--- src/rtl/fetch_stage_pkg.sv ---
// Shared types and constants for the instruction-fetch stage.
package fetch_stage_pkg;

  typedef enum logic [1:0] {
    StReq,
    StWait,
    StDrop,
    StHalt
  } fetch_state_e;

  localparam logic [31:0] Nop            = 32'h0000_0013;
  localparam logic [31:0] DefaultResetPc = 32'h0000_0000;
  localparam logic [31:0] PcIncr         = 32'd4;

  typedef struct packed {
    logic [31:0] pc;
    logic [31:0] instr;
    logic        misalign;
  } fetch_entry_t;

endpackage

--- src/rtl/fetch_skid_buf.sv ---
// One-entry holding buffer for a fetched word that decode could not accept.
module fetch_skid_buf
  import fetch_stage_pkg::*;
(
  input  logic         clk,
  input  logic         rst,
  input  logic         i_load,
  input  logic         i_take,
  input  logic         i_clear,
  input  fetch_entry_t i_entry,
  output logic         o_valid,
  output fetch_entry_t o_entry
);

  logic         r_valid;
  fetch_entry_t r_entry;

  always_ff @(posedge clk) begin
    if (rst || i_clear) begin
      r_valid <= 1'b0;
      r_entry <= '{pc: 32'h0, instr: Nop, misalign: 1'b0};
    end else if (i_load) begin
      r_valid <= 1'b1;
      r_entry <= i_entry;
    end else if (i_take) begin
      r_valid <= 1'b0;
    end
  end

  assign o_valid = r_valid;
  assign o_entry = r_entry;

endmodule

--- src/rtl/fetch_stage.sv ---
// Instruction-fetch stage: PC, single-outstanding imem handshake and IF/ID register.
// Define FETCH_MISALIGN_CHK_EN to trap misaligned redirect targets instead of masking them.
module fetch_stage
  import fetch_stage_pkg::*;
#(
  parameter logic [31:0] RESET_PC = DefaultResetPc
) (
  input  logic        clk,
  input  logic        rst,
  input  logic        redirect_valid,
  input  logic [31:0] redirect_pc,
  input  logic        stall,
  output logic        imem_req_valid,
  input  logic        imem_req_ready,
  output logic [31:0] imem_addr,
  input  logic        imem_rsp_valid,
  input  logic [31:0] imem_rsp_data,
  output logic        id_valid,
  output logic [31:0] id_pc,
  output logic [31:0] id_instr,
  output logic        id_misalign
);

  fetch_state_e r_state, w_state_next;
  logic [31:0]  r_pc, w_pc_next;
  logic         r_id_valid, r_id_misalign;
  logic [31:0]  r_id_pc, r_id_instr;

  logic         w_skid_valid, w_skid_load, w_skid_take;
  fetch_entry_t w_skid_entry, w_rsp_entry;
  logic         w_rsp_take, w_id_load;
  logic [31:0]  w_target;
  logic         w_misalign_redir;

`ifdef FETCH_MISALIGN_CHK_EN
  assign w_target         = redirect_pc;
  assign w_misalign_redir = redirect_valid && (redirect_pc[1:0] != 2'b00);
`else
  logic w_unused_rpc_lsb;
  assign w_unused_rpc_lsb = ^redirect_pc[1:0];
  assign w_target         = {redirect_pc[31:2], 2'b00};
  assign w_misalign_redir = 1'b0;
`endif

  // Request suppressed while redirecting so no fetch to the stale PC gets accepted.
  assign imem_req_valid = (r_state == StReq) && !w_skid_valid && !rst && !redirect_valid;
  assign imem_addr      = r_pc;

  assign w_rsp_take  = (r_state == StWait) && imem_rsp_valid && !redirect_valid;
  assign w_id_load   = !stall || !r_id_valid;
  assign w_skid_load = w_rsp_take && !w_id_load;
  assign w_skid_take = w_skid_valid && !stall && !redirect_valid;
  assign w_rsp_entry = '{pc: r_pc, instr: imem_rsp_data, misalign: 1'b0};

  fetch_skid_buf u_skid (
    .clk     (clk),
    .rst     (rst),
    .i_load  (w_skid_load),
    .i_take  (w_skid_take),
    .i_clear (redirect_valid),
    .i_entry (w_rsp_entry),
    .o_valid (w_skid_valid),
    .o_entry (w_skid_entry)
  );

  always_comb begin
    w_state_next = r_state;
    w_pc_next    = r_pc;
    if (redirect_valid) begin
      w_pc_next = w_target;
      if (w_misalign_redir) begin
        w_state_next = StHalt;
      end else if ((r_state == StWait || r_state == StDrop) && !imem_rsp_valid) begin
        w_state_next = StDrop;
      end else begin
        w_state_next = StReq;
      end
    end else begin
      case (r_state)
        StReq: begin
          if (imem_req_valid && imem_req_ready) w_state_next = StWait;
        end
        StWait: begin
          if (imem_rsp_valid) begin
            w_state_next = StReq;
            w_pc_next    = r_pc + PcIncr;
          end
        end
        StDrop: begin
          if (imem_rsp_valid) w_state_next = StReq;
        end
        default: w_state_next = r_state;
      endcase
    end
  end

  always_ff @(posedge clk) begin
    if (rst) begin
      r_state <= StReq;
      r_pc    <= RESET_PC;
    end else begin
      r_state <= w_state_next;
      r_pc    <= w_pc_next;
    end
  end

  always_ff @(posedge clk) begin
    if (rst) begin
      r_id_valid    <= 1'b0;
      r_id_pc       <= 32'h0;
      r_id_instr    <= Nop;
      r_id_misalign <= 1'b0;
    end else if (redirect_valid) begin
      // A misaligned target becomes a marker instruction instead of a fetch.
      r_id_valid    <= w_misalign_redir;
      r_id_misalign <= w_misalign_redir;
      if (w_misalign_redir) begin
        r_id_pc    <= w_target;
        r_id_instr <= Nop;
      end
    end else if (w_id_load) begin
      if (w_skid_valid) begin
        r_id_valid    <= 1'b1;
        r_id_pc       <= w_skid_entry.pc;
        r_id_instr    <= w_skid_entry.instr;
        r_id_misalign <= w_skid_entry.misalign;
      end else if (w_rsp_take) begin
        r_id_valid    <= 1'b1;
        r_id_pc       <= w_rsp_entry.pc;
        r_id_instr    <= w_rsp_entry.instr;
        r_id_misalign <= w_rsp_entry.misalign;
      end else begin
        r_id_valid    <= 1'b0;
        r_id_misalign <= 1'b0;
      end
    end
  end

  assign id_valid    = r_id_valid;
  assign id_pc       = r_id_pc;
  assign id_instr    = r_id_instr;
  assign id_misalign = r_id_misalign;

endmodule

--- config.mk ---
export PLATFORM = sky130hd
export DESIGN_NAME = fetch_stage
export DESIGN_NICKNAME = d
export VERILOG_FILES = /design/src/rtl/fetch_stage_pkg.sv /design/src/rtl/fetch_skid_buf.sv /design/src/rtl/fetch_stage.sv
export SDC_FILE = /design/constraint.sdc
export NUM_CORES = 1
export LEC_CHECK = 0
export BUFFER_PORTS_ARGS = -buffer_cell sky130_fd_sc_hd__buf_2
export CELL_PAD_IN_SITES_DETAIL_PLACEMENT = 0
export CELL_PAD_IN_SITES_GLOBAL_PLACEMENT = 1
export CORE_MARGIN = 4
export CORE_UTILIZATION = 42
export CTS_CLUSTER_DIAMETER = 100
export CTS_CLUSTER_SIZE = 24
export DETAILED_ROUTE_END_ITERATION = 7
export HOLD_SLACK_MARGIN = 0.08
export PLACE_DENSITY_LB_ADDON = 0.1
export SLEW_MARGIN = 20
export SYNTH_ARGS = -nofsm -noshare
export SYNTH_HDL_FRONTEND = slang
export SYNTH_SLANG_ARGS = --single-unit
--- constraint.sdc ---
create_clock -name clk -period 6.7 [get_ports clk]
set_clock_uncertainty 0.1 [all_clocks]
set_input_delay 1.005 -clock clk [delete_from_list [all_inputs] [get_ports clk]]
set_output_delay 1.005 -clock clk [all_outputs]
set_load 0.05 [all_outputs]
* Word-level counts from Yosys, hierarchy flattened
Index checks and enable logic that the tools add are counted. W data, S select, Z words.
Storage, ports and cells: output and inout port bits 99, input port bits 70, flip-flop bits (word level) 164
Operators by class: reduce and logical (&&, ||, !) cells 32, equal/unequal tests 4, multiplexer cells 16, add/subtract/negate cells 1, bitwise logic cells 1
Operators with widths (number):
- $mux W32 | 7
- $add A32 B3 Y32 const B | 1
- $logic_and A1 B1 Y1 | 10
- $mux W2 | 4
- $reduce_bool A2 Y1 | 4
- $logic_not A1 Y1 | 7
- $reduce_and A3 Y1 | 2
- $mux W1 | 4
- $pmux W2 S2 | 1
- $reduce_and A2 Y1 | 2
- $reduce_or A2 Y1 | 2
- $logic_or A1 B1 Y1 | 3
- $ne A3 B1 Y1 const B | 1
- $ne A3 B2 Y1 const B | 1
- $reduce_bool A3 Y1 | 1
- $eq A2 B1 Y1 const B | 1
- $eq A2 B2 Y1 const B | 1
- $logic_not A2 Y1 | 1
- $not A1 Y1 | 1

* Depth between registers and ports, before layout
Gate-level depths: netlist (run 1).
depth in word-level cells 8, depth in mapped cells 8

* Hierarchy
A second synthesis (run 1) with hierarchy kept.
Second synthesis, totals: cells, all modules 764, area total of the unflattened synthesis 7221.9 um2
By module, submodules not included:
- fetch_stage | area each 4803.4 um2, sequential area each 1961.9 um2, cells an instance 549, instances 1
- fetch_skid_buf | area each 2418.6 um2, sequential area each 1321.3 um2, cells an instance 215, instances 1

* Worst setup path after synthesis (run 1)
Ideal clock, no wire load.
path kind input to output, from input port rst, to output port imem_req_valid, path buffers 0, arrival time 2.848 ns, cell stages on the path 1, slack 2.747 ns, data required time 5.595 ns, cells stage by stage nor4b_1
On the way: longest elaborated chain between the ends 3
RTL lines:
- start, declared | line fetch_stage.sv:9 | input logic rst,
- $logic_not A1 Y1 | line fetch_stage.sv:46 | assign imem_req_valid = (r_state == StReq) && !w_skid_valid && !rst && !redirect_valid;
- $logic_and A1 B1 Y1 (2 in a row) | line fetch_stage.sv:46
- end, declared | line fetch_stage.sv:13 | output logic imem_req_valid,
No other way between the ends.

* Worst setup path in the final report (run 1)
from input port redirect_valid, to output port imem_req_valid
On the way: longest elaborated chain between the ends 2
RTL lines:
- start, declared | line fetch_stage.sv:10 | input logic redirect_valid,
- $logic_not A1 Y1 | line fetch_stage.sv:46
- $logic_and A1 B1 Y1 | line fetch_stage.sv:46
No other way between the ends.

==> results of run 1 <==
## power breakdown
| group | leakage (µW) | switching (µW) | internal (µW) |
|---|---|---|---|
| Combinational | 0.00143 | 137 | 55.1 |
| Sequential | 0.00128 | 30.0 | 957 |
| Clock | 0.000296 | 397 | 607 |
| Total | 0.00301 | 564 | 1620 |
## metrics by stage
| step | worst slack (ns) | power [µW] | instance area, µm² | util, % |
|---|---|---|---|---|
| floorplan | 2.75 | 1140 | 6890 | - |
| global placement | 3.36 | 1200 | 7750 | 48.6 |
| detailed placement | 3.32 | 1200 | 7750 | 48.6 |
| CTS | 3.31 | 2200 | 8360 | 52.4 |
| global route | 3.19 | 2260 | 8370 | 52.5 |
| finish | 3.28 | 2180 | 8370 | 52.5 |
## synth_stat cells, types with 3 or more instances
| cell type | instances | area, µm² |
|---|---|---|
| nand2_1 | 139 | 522 |
| and4_1 | 4 | 35.0 |
| a211o_1 | 4 | 35.0 |
| and2_1 | 3 | 18.8 |
| a211oi_1 | 70 | 526 |
| a21oi_1 | 74 | 370 |
| nor2_1 | 86 | 323 |
| a311oi_1 | 9 | 78.8 |
| nor4_1 | 6 | 37.5 |
| buf_2 | 6 | 30.0 |
| xnor2_1 | 7 | 61.3 |
| buf_4 | 6 | 45.0 |
| or4_1 | 5 | 37.5 |
| buf_1 | 8 | 30.0 |
| xor2_1 | 4 | 35.0 |
| nand3_1 | 20 | 100 |
| and3_1 | 4 | 25.0 |
| inv_1 | 13 | 48.8 |
| o31ai_1 | 5 | 37.5 |
| mux2i_1 | 62 | 621 |
| dfxtp_1 | 158 | 3160 |
| a221oi_1 | 3 | 26.3 |
| nand4_1 | 14 | 87.6 |
| or3_1 | 5 | 31.3 |
| clkbuf_1 | 50 | 188 |
| nor3_1 | 8 | 40.0 |
| ha_1 | 3 | 37.5 |
| o21ai_0 | 7 | 35.0 |
## registers in the layout (all words and copies together), names as in the netlist
register	count
id_instr	32
id_pc	30
id_valid	1
imem_addr	30
r_state	2
u_skid.o_entry	62
u_skid.o_valid	1
## worst reg2reg max path: stages, from the launching register on
cell and delay (ns):
dfxtp_1 0.47, ha_1 0.23, and3_1 0.36, nand4_1 0.39
or4_1 0.63, a311oi_1 0.26
## layout make-up
cell class / count / area, µm² / area share (%)
flip-flops and latches: 158 / 3170 / 37.8
clock inverters: 13 / 160 / 1.91
multi-input cells: 574 / 3390 / 40.6
clock buffers: 19 / 453 / 5.41
well taps: 216 / 270 / 3.23
inverters: 13 / 48.8 / 0.583
repair buffers: 170 / 876 / 10.5
## worst paths after layout
path                                           to  slack [ns]  cells past startpoint
setup / recovery                   imem_req_valid        3.28                      3
hold / removal    u_skid.o_entry[54]$_SDFFE_PP0P_        0.35                      2
setup reg to reg       imem_addr[28]$_SDFFE_PP0P_        4.17                      5
hold reg to reg   u_skid.o_entry[54]$_SDFFE_PP0P_        0.35                      2
## cells in the final DEF (no fill, tap or decap), types with 7 or more instances in the layout
cell type,netlist,layout
a211oi_1,70,70
a21oi_1,74,74
a311oi_1,9,9
buf_2,6,160
buf_4,6,10
clkbuf_16,0,17
dfxtp_1,158,157
inv_1,13,13
mux2i_1,62,62
nand2_1,139,139
nand3_1,20,20
nand4_1,14,14
nor2_1,86,86
nor3_1,8,7
o21ai_0,7,7
xnor2_1,7,7
## layer usage
layer	routed length, µm	global-route usage [%]	up-vias	share of wire (%)
met5	13	0	-	0.067
met4	283	6.55	2	1.5
met3	1400	6.85	24	7.2
met2	9200	34.6	162	47
met1	8540	26.3	2933	44
li1	-	-	3120	-
## kinds of logic (layout without fill, tap and decap cells)
logic type	count (synthesis)	count (layout)	synth area share, %
xor+xnor	11	11	1.40
buf+inv	84	215	5.13
simple gates	306	306	19.9
fa+ha+maj	3	3	0.546
compound gates	187	187	17.9
flops	158	158	46.0
other cells	1	5	0.0545
mux	62	62	9.02
==> out/metrics.cfg, run 1 <==
[job]
drv_cap=0

[worst_setup_path]
r2r-start=imem_addr[2]$_SDFFE_PP0P_
crit_chain=buf_2, nor4b_1, buf_2
crit_path_max_fanout=32
arrival_ns=2.32
crit_path_frequent_cell=buf_2
critPathSlowestCell=nor4b_1
crit_start=redirect_valid
crit_family=buffers and inverters
worst-path-buf-inv=2
cp.required_ns=5.59
end_kind=output port
max_stage_delay_ns=0.62
critPathLaunchType=input pin
worstSetupPathType=input pin to output port

[sta]
fmax_mhz=292
hold_viol=0
setup_tns_ns=0
setup_violations=0
slew_viol_final=0
timing.slew.headroom_pct=38.2
min_period_ns=3.42
fin_crit_sh_pct=51.1
holdWs_ns=0.354
tightest_slew_ns=0.928
rsz0062_at_grt=false

[floorplanning]
ios=169
coreArea_mm2=0.0159
die_area_mm2=0.0185
start_util_pct=43.1
die_h_um=136
dieWidth_um=136
std_cell_rows=46

[cells_and_area]
fin_nets=1007
drive_above_1_share_pct=22.6
area_growth_pct=21.7
n_antenna_cell=0
instances_no_fill=1163
nFillCells=1533

[route]
vias=6241
wirelength_um=19400
antenna_left=0
viasPerCell=5.37
wl_per_cell_um=16.7
first_pass_iters=5
drc=0
drtIter0Drc=381

[pwr]
p_leak_uw=0.00301
power_density_mw_per_mm2=261
peakVddDrop_v=0.000183

[logic_synthesis]
syn-cell-area_mm2=0.00688
ys.flop_type=dfxtp_1
synth-seq-area-share_pct=46.0
yosys_register_bits=158
postSynthAreaPerCell_um2=8.47
yosysWarnings=0
async_flop_share_pct=0
postSynthCellCount=812
ys_types=50
synth_edf_count=0

[clock_tree]
cts_hold_buf=0
cts_sinks=158
cts_tree=done
h-tree-depth=4
cts_buffers=17
insertion_delay_ns=0.42
clkTransAtPathRegs_ns=0.06
clockBufferDepth=2
cts_setup_buffers=0
cts-root-buf=clkbuf_16
cts.repair.resized=0

[placed_design]
numPortBuffers=161
gp_congestion=0.806
post-dp-hpwl_um=12700
dpl.cell_count=1131

[global_route]
grt_pass1_wl_um=30900
grt.overflow.total=0
antenna_found_initial=1
grt_use_total_pct=21.0
grt_pass1_vias=5957
grt_max_degree=67

[status]
outcome=completed

[worst_hold_path]
min-delay-start=u_skid.o_entry[54]$_SDFFE_PP0P_
hold_class=flip-flop to flip-flop

No activity file was read; power rests on OpenSTA's default activity.
==> inputs of run 2 (changes only) <==
--- a/config.mk
+++ b/config.mk
@@ -9,7 +9,7 @@
 export CELL_PAD_IN_SITES_DETAIL_PLACEMENT = 0
 export CELL_PAD_IN_SITES_GLOBAL_PLACEMENT = 1
 export CORE_MARGIN = 4
-export CORE_UTILIZATION = 42
+export CORE_UTILIZATION = 39
 export CTS_CLUSTER_DIAMETER = 100
 export CTS_CLUSTER_SIZE = 24
 export DETAILED_ROUTE_END_ITERATION = 7
==> constraint.sdc (replaced) <==
create_clock -name clk -period 3.5 [get_ports clk]
set_clock_uncertainty 0.1 [all_clocks]
set_input_delay 0.525 -clock clk [delete_from_list [all_inputs] [get_ports clk]]
set_output_delay 0.525 -clock clk [all_outputs]
set_load 0.05 [all_outputs]
==> run 2 against run 1 <==
First-iteration DRC count shrank 20%. Cell area hardly changed. Sequential power rose by 91%. Die area is 7.2% higher. Combinational power increased by 91%. Register-to-register slack worse by 3.2 ns. Clock-buffer cell count rose by 3. Routed wire length shrank 0.39%. Largest power group is now sequential cells.
==> out/metrics.cfg, run 2 (same netlist as run 1, synthesis figures left out) <==
[clock_tree]
cts-root-buf=clkbuf_16  ; unchanged
cts_hold_buf=0  ; unchanged
cts_buffers=17  ; unchanged
cts.repair.resized=0  ; unchanged
h-tree-depth=4  ; unchanged
insertion_delay_ns=0.42  ; about the same
cts_sinks=158  ; unchanged
clkTransAtPathRegs_ns=0.06  ; about the same
cts_setup_buffers=0  ; unchanged
clockBufferDepth=2  ; unchanged
cts_tree=done  ; unchanged

[sta]
slew_viol_final=0  ; unchanged
fin_crit_sh_pct=71.2
setup_ws_ns=1.01  ; was 3.28 ns
rsz0062_at_grt=false  ; unchanged
fmax_mhz=401
timing.slew.headroom_pct=41.2  ; was 38.2%
setup_violations=0  ; unchanged
tightest_slew_ns=0.882  ; was 0.928 ns
min_period_ns=2.49
hold_viol=0  ; unchanged
setup_tns_ns=0  ; unchanged

[route]
antenna_left=0  ; unchanged
wl_per_cell_um=16.5  ; was 16.7 µm
vias=6135  ; was 6241
drtIter0Drc=305  ; was 381
first_pass_iters=4  ; was 5
viasPerCell=5.22  ; was 5.37
wirelength_um=19400  ; about the same
drc=0  ; unchanged

[placed_design]
post-dp-hpwl_um=13100  ; was 12700 µm
gp_congestion=0.745  ; was 0.806
numPortBuffers=161  ; unchanged
post-place-ws_ns=0.941  ; was 3.32 ns
placed_cell_area_mm2=0.00778  ; was 0.00775 mm²

[pwr]
peakVddDrop_v=0.000365  ; was 0.000183 V
power_density_mw_per_mm2=493  ; was 261 mW/mm²
p_leak_uw=0.00301  ; about the same

[floorplanning]
start_util_pct=39.8  ; was 43.1%
coreArea_mm2=0.0173  ; was 0.0159 mm²
die_h_um=141  ; was 136 µm
std_cell_rows=48  ; was 46
die_area_mm2=0.0198  ; was 0.0185 mm²
ios=169  ; unchanged
dieWidth_um=141  ; was 136 µm

[worst_setup_path]
max_stage_delay_ns=0.60  ; was 0.62 ns
crit_start=r_state[0]$_SDFFE_PP0P_  ; was redirect_valid
cp.required_ns=3.73  ; was 5.59 ns
worst-path-buf-inv=0  ; was 2
crit_chain=ha_1, and3_1, nand4_1, or4_1, a311oi_1  ; was buf_2, nor4b_1, buf_2
r2r-start=r_state[0]$_SDFFE_PP0P_  ; was imem_addr[2]$_SDFFE_PP0P_
critPathSlowestCell=or4_1  ; was nor4b_1
end_kind=flip-flop  ; was output port
reg2reg_slack_ns=1.01  ; was 4.17 ns
critPathLaunchType=flip-flop  ; was input pin
crit_family=simple AND/OR/NAND/NOR gates  ; was buffers and inverters
arrival_ns=2.72  ; was 2.32 ns
worstSetupPathType=flip-flop to flip-flop  ; was input pin to output port
crit_path_max_fanout=9  ; was 32

[cells_and_area]
final_common_cell=buf_2  ; unchanged
fin_nets=1010  ; was 1007
fin_area_mm2=0.00837  ; about the same
n_antenna_cell=0  ; unchanged
area_growth_pct=21.7  ; about the same
nFillCells=1698  ; was 1533
largest_register_ffs=62  ; unchanged
drive_above_1_share_pct=22.3  ; was 22.6%
layout_common_cells=160 x buf_2, 157 x dfxtp_1, 139 x nand2_1, 86 x nor2_1, 74 x a21oi_1  ; unchanged

[global_route]
grt_max_degree=83  ; was 67
grt_pass1_wl_um=31200  ; was 30900 µm
antenna_found_initial=4  ; was 1
grt.overflow.total=0  ; unchanged
grt_pass1_vias=6060  ; was 5957
grt_use_total_pct=19.5  ; was 21.0%

[status]
outcome=completed  ; unchanged

[worst_hold_path]
hold_class=input pin to flip-flop  ; was flip-flop to flip-flop
min-delay-start=imem_rsp_data[4]  ; was u_skid.o_entry[54]$_SDFFE_PP0P_

[job]
drv_cap=0  ; unchanged

[run 2: worst reg2reg max path: stages, from the launching register on]
cell and delay (ns):
dfxtp_1 0.38, ha_1 0.29, and3_1 0.38, nand4_1 0.38, or4_1 0.61, a311oi_1 0.26
[run 2: path summary, 6_finish.rpt]
path / end / cells past startpoint
max reg2reg: imem_addr[26]$_SDFFE_PP0P_ / 5
min reg2reg: u_skid.o_entry[41]$_SDFFE_PP0P_ / 2
min: u_skid.o_entry[5]$_SDFFE_PP1P_ / 3
max: imem_addr[26]$_SDFFE_PP0P_ / 5
[run 2: where the power goes]
part	internal, µW	switching, µW
Clock	1140	733
Sequential	1830	57.6
Combinational	106	261
[run 2: metrics by stage]
step	utilization [%]	std cells	hold WS (ns)	total power, µW
after floorplan	-	816	0.336	2180
after global placement	45.0	1143	0.341	2290
after detailed placement	45.0	1143	0.347	2300
after CTS	48.4	1175	0.214	4190
after global routing	48.4	1175	0.229	4300
final	48.4	1175	0.231	4130
[run 2: layout make-up]
class,instances,area (µm²),share of cell area (%)
inverter,13,48.8,0.583
clock buffer,22,454,5.43
timing repair buffer,173,898,10.7
tap,225,282,3.36
clock inverter,10,135,1.61
multi-input combinational,574,3390,40.5
sequential,158,3170,37.8
[run 2: layer usage]
layer  part of all wire, %  wire length [µm]  global-route usage, %  up-vias
met5                  0.25                48                      0        -
met2                    48              9240                   32.7      131
met3                   6.5              1260                   6.14       30
met1                    44              8510                   23.6     2836
li1                      -                 -                      -     3130
met4                   1.5               296                   6.83        8
==> inputs of run 3 (changes only) <==
==> constraint.sdc (replaced) <==
create_clock -name clk -period 2.3 [get_ports clk]
set_clock_uncertainty 0.1 [all_clocks]
set_input_delay 0.345 -clock clk [delete_from_list [all_inputs] [get_ports clk]]
set_output_delay 0.345 -clock clk [all_outputs]
set_load 0.05 [all_outputs]
==> run 3 against run 2 <==
Routed wire length increased by 4.7%. Combinational power increased by 83%. Via count increased by 6.8%. Hold slack got worse by 0.14 ns. Utilization increased by 4.1 points. Cell area increased by 8.6%. Critical path type unchanged. Fmax increased by 14%. Sequential cell count unchanged. Clock power increased by 53%. Worst setup slack got worse by 0.89 ns.
==> out/metrics.cfg, run 3 (same netlist as run 1, synthesis figures left out) <==
[worst_setup_path]
reg2reg_slack_ns=0.12  ; was 1.01 ns
worst-path-stages=4  ; was 5
r2r-start=imem_addr[8]$_SDFFE_PP0P_  ; was r_state[0]$_SDFFE_PP0P_
crit_chain=nand4_4, or4_4, or4_1, a311oi_1  ; was ha_1, and3_1, nand4_1, or4_1, a311oi_1
end_kind=flip-flop  ; unchanged
max_stage_delay_ns=0.64  ; was 0.60 ns
arrival_ns=2.42  ; was 2.72 ns
crit_path_max_fanout=11  ; was 9
cp.required_ns=2.54  ; was 3.73 ns
r2r_cells=4  ; was 5
critPathSlowestCell=or4_4  ; was or4_1
critPathLaunchType=flip-flop  ; unchanged
crit_family=simple AND/OR/NAND/NOR gates  ; unchanged
worst-path-buf-inv=0  ; unchanged
r2r_end=imem_addr[27]$_SDFFE_PP0P_  ; was imem_addr[26]$_SDFFE_PP0P_
worstSetupPathType=flip-flop to flip-flop  ; unchanged

[status]
outcome=completed  ; unchanged

[cells_and_area]
largest_register_ffs=62  ; unchanged
n_antenna_cell=0  ; unchanged
fin_nets=1083  ; was 1010
area_growth_pct=32.2  ; was 21.7%
layout_common_cells=160 x buf_2, 142 x dfxtp_1, 139 x nand2_1, 86 x nor2_1, 74 x a21oi_1  ; was 160 x buf_2, 157 x dfxtp_1, 139 x nand2_1, 86 x nor2_1, 74 x a21oi_1
fin_area_mm2=0.00909  ; was 0.00837 mm²
drive_above_1_share_pct=25.2  ; was 22.3%
final_common_cell=buf_2  ; unchanged

[clock_tree]
cts_buffers=17  ; unchanged
cts-root-buf=clkbuf_16  ; unchanged
cts_tree=done  ; unchanged
clockBufferDepth=2  ; unchanged
cts.repair.resized=0  ; unchanged
h-tree-depth=4  ; unchanged
insertion_delay_ns=0.43  ; was 0.42 ns
clkTransAtPathRegs_ns=0.06  ; about the same
cts_sinks=158  ; unchanged

[route]
drtIter0Drc=359  ; was 305
wl_per_cell_um=16.3  ; was 16.5 µm
wirelength_um=20300  ; was 19400 µm
viasPerCell=5.26  ; was 5.22
antenna_left=0  ; unchanged
drc=0  ; unchanged
first_pass_iters=4  ; unchanged
vias=6550  ; was 6135

[pwr]
p_leak_uw=0.00337  ; was 0.00301 µW
peakVddDrop_v=0.000497  ; was 0.000365 V
power_density_mw_per_mm2=704  ; was 493 mW/mm²

[global_route]
grt.overflow.total=0  ; unchanged
grt_pass1_wl_um=32800  ; was 31200 µm
grt_pass1_vias=6464  ; was 6060
grt_max_degree=39  ; was 83
grt_use_total_pct=20.4  ; was 19.5%
antenna_found_initial=1  ; was 4

[worst_hold_path]
hold_path_end=imem_addr[6]$_SDFFE_PP0P_  ; was u_skid.o_entry[5]$_SDFFE_PP1P_
min-delay-start=redirect_pc[6]  ; was imem_rsp_data[4]
whs_path_depth=3  ; unchanged
hold_class=input pin to flip-flop  ; unchanged

[placed_design]
post-dp-hpwl_um=14100  ; was 13100 µm
placed_cell_area_mm2=0.00805  ; was 0.00778 mm²
post-place-ws_ns=0.146  ; was 0.941 ns
numPortBuffers=161  ; unchanged
gp_congestion=0.761  ; was 0.745

[floorplanning]
start_util_pct=39.8  ; unchanged
dieWidth_um=141  ; unchanged
die_h_um=141  ; unchanged
ios=169  ; unchanged
die_area_mm2=0.0198  ; unchanged
std_cell_rows=48  ; unchanged
coreArea_mm2=0.0173  ; unchanged

[sta]
fin_crit_sh_pct=94.9  ; was 71.2%
slew_viol_final=0  ; unchanged
min_period_ns=2.18  ; was 2.49 ns
timing.slew.headroom_pct=59.3  ; was 41.2%
setup_ws_ns=0.117  ; was 1.01 ns
setup_tns_ns=0  ; unchanged
hold_viol=0  ; unchanged
rsz0062_at_grt=false  ; unchanged
setup_violations=0  ; unchanged
fmax_mhz=458  ; was 401 MHz
tightest_slew_ns=0.611  ; was 0.882 ns
holdWs_ns=0.0954  ; was 0.231 ns

[job]
drv_cap=0  ; unchanged

-- run 3: cell count changes in the layout (fill, tap and decap cells not counted), moves of 2 or more --
cell	delta
buf_12	+2
buf_4	+27
clkbuf_1	-2
dfxtp_1	-15
dfxtp_2	+13
dfxtp_4	+2
dlygate4sd3_1	+44
inv_4	+2
-- run 3: final cells by class --
class                           count  area [µm²]
Timing Repair Buffer              246        1580
Clock inverter                     10         135
Fill cell                        1692        8210
Sequential cell                   158        3190
Multi-Input combinational cell    574        3390
Tap cell                          225         282
Inverter                           13        48.8
Clock buffer                       20         458
-- run 3: layer usage --
layer	global-route usage (%)	part of all wire [%]	up-vias
met2	34.9	49	154
met5	0	0.059	-
met4	5.66	1.3	2
met3	6.28	6.4	19
li1	-	-	3265
met1	24.9	44	3110
-- run 3: power breakdown --
group	switching (µW)	total, µW	internal, µW	leakage, µW
Sequential	67.5	2860	2790	0.00129
Combinational	437	671	234	0.00178
Clock	1120	2870	1760	0.000296
-- run 3: worst reg2reg max path: stages (launching register included) --
cell and delay, ns:
dfxtp_2 0.43, nand4_4 0.15, or4_4 0.64, or4_1 0.52
a311oi_1 0.26
-- run 3: timing repair --
action,4_1_cts,5_1_grt
hold buffers,43,1
buffers inserted,0,1
endpoints found under the hold margin,43,1
setup endpoints to repair,0,1
-- run 3: worst max path at each step --
stage                                startpoint                         end  slack [ns]
finish                imem_addr[8]$_SDFFE_PP0P_  imem_addr[27]$_SDFFE_PP0P_        0.12
global route         imem_addr[15]$_SDFFE_PP0P_  imem_addr[21]$_SDFFE_PP0P_       0.007
CTS                     r_state[0]$_SDFFE_PP0P_              imem_req_valid        0.10
detailed placement    imem_addr[8]$_SDFFE_PP0P_  imem_addr[27]$_SDFFE_PP0P_        0.15
global placement      imem_addr[8]$_SDFFE_PP0P_  imem_addr[27]$_SDFFE_PP0P_        0.17
floorplan           u_skid.o_valid$_SDFFE_PP0P_     r_state[0]$_SDFFE_PP0P_       -0.04
-- run 3: per-stage QoR --
stage	total power (µW)	cells	util, %
CTS	6480	1244	52.4
global placement	3520	1171	46.5
detailed placement	3530	1171	46.5
global route	6660	1246	52.5
floorplan	3310	816	-
finish	6400	1246	52.5
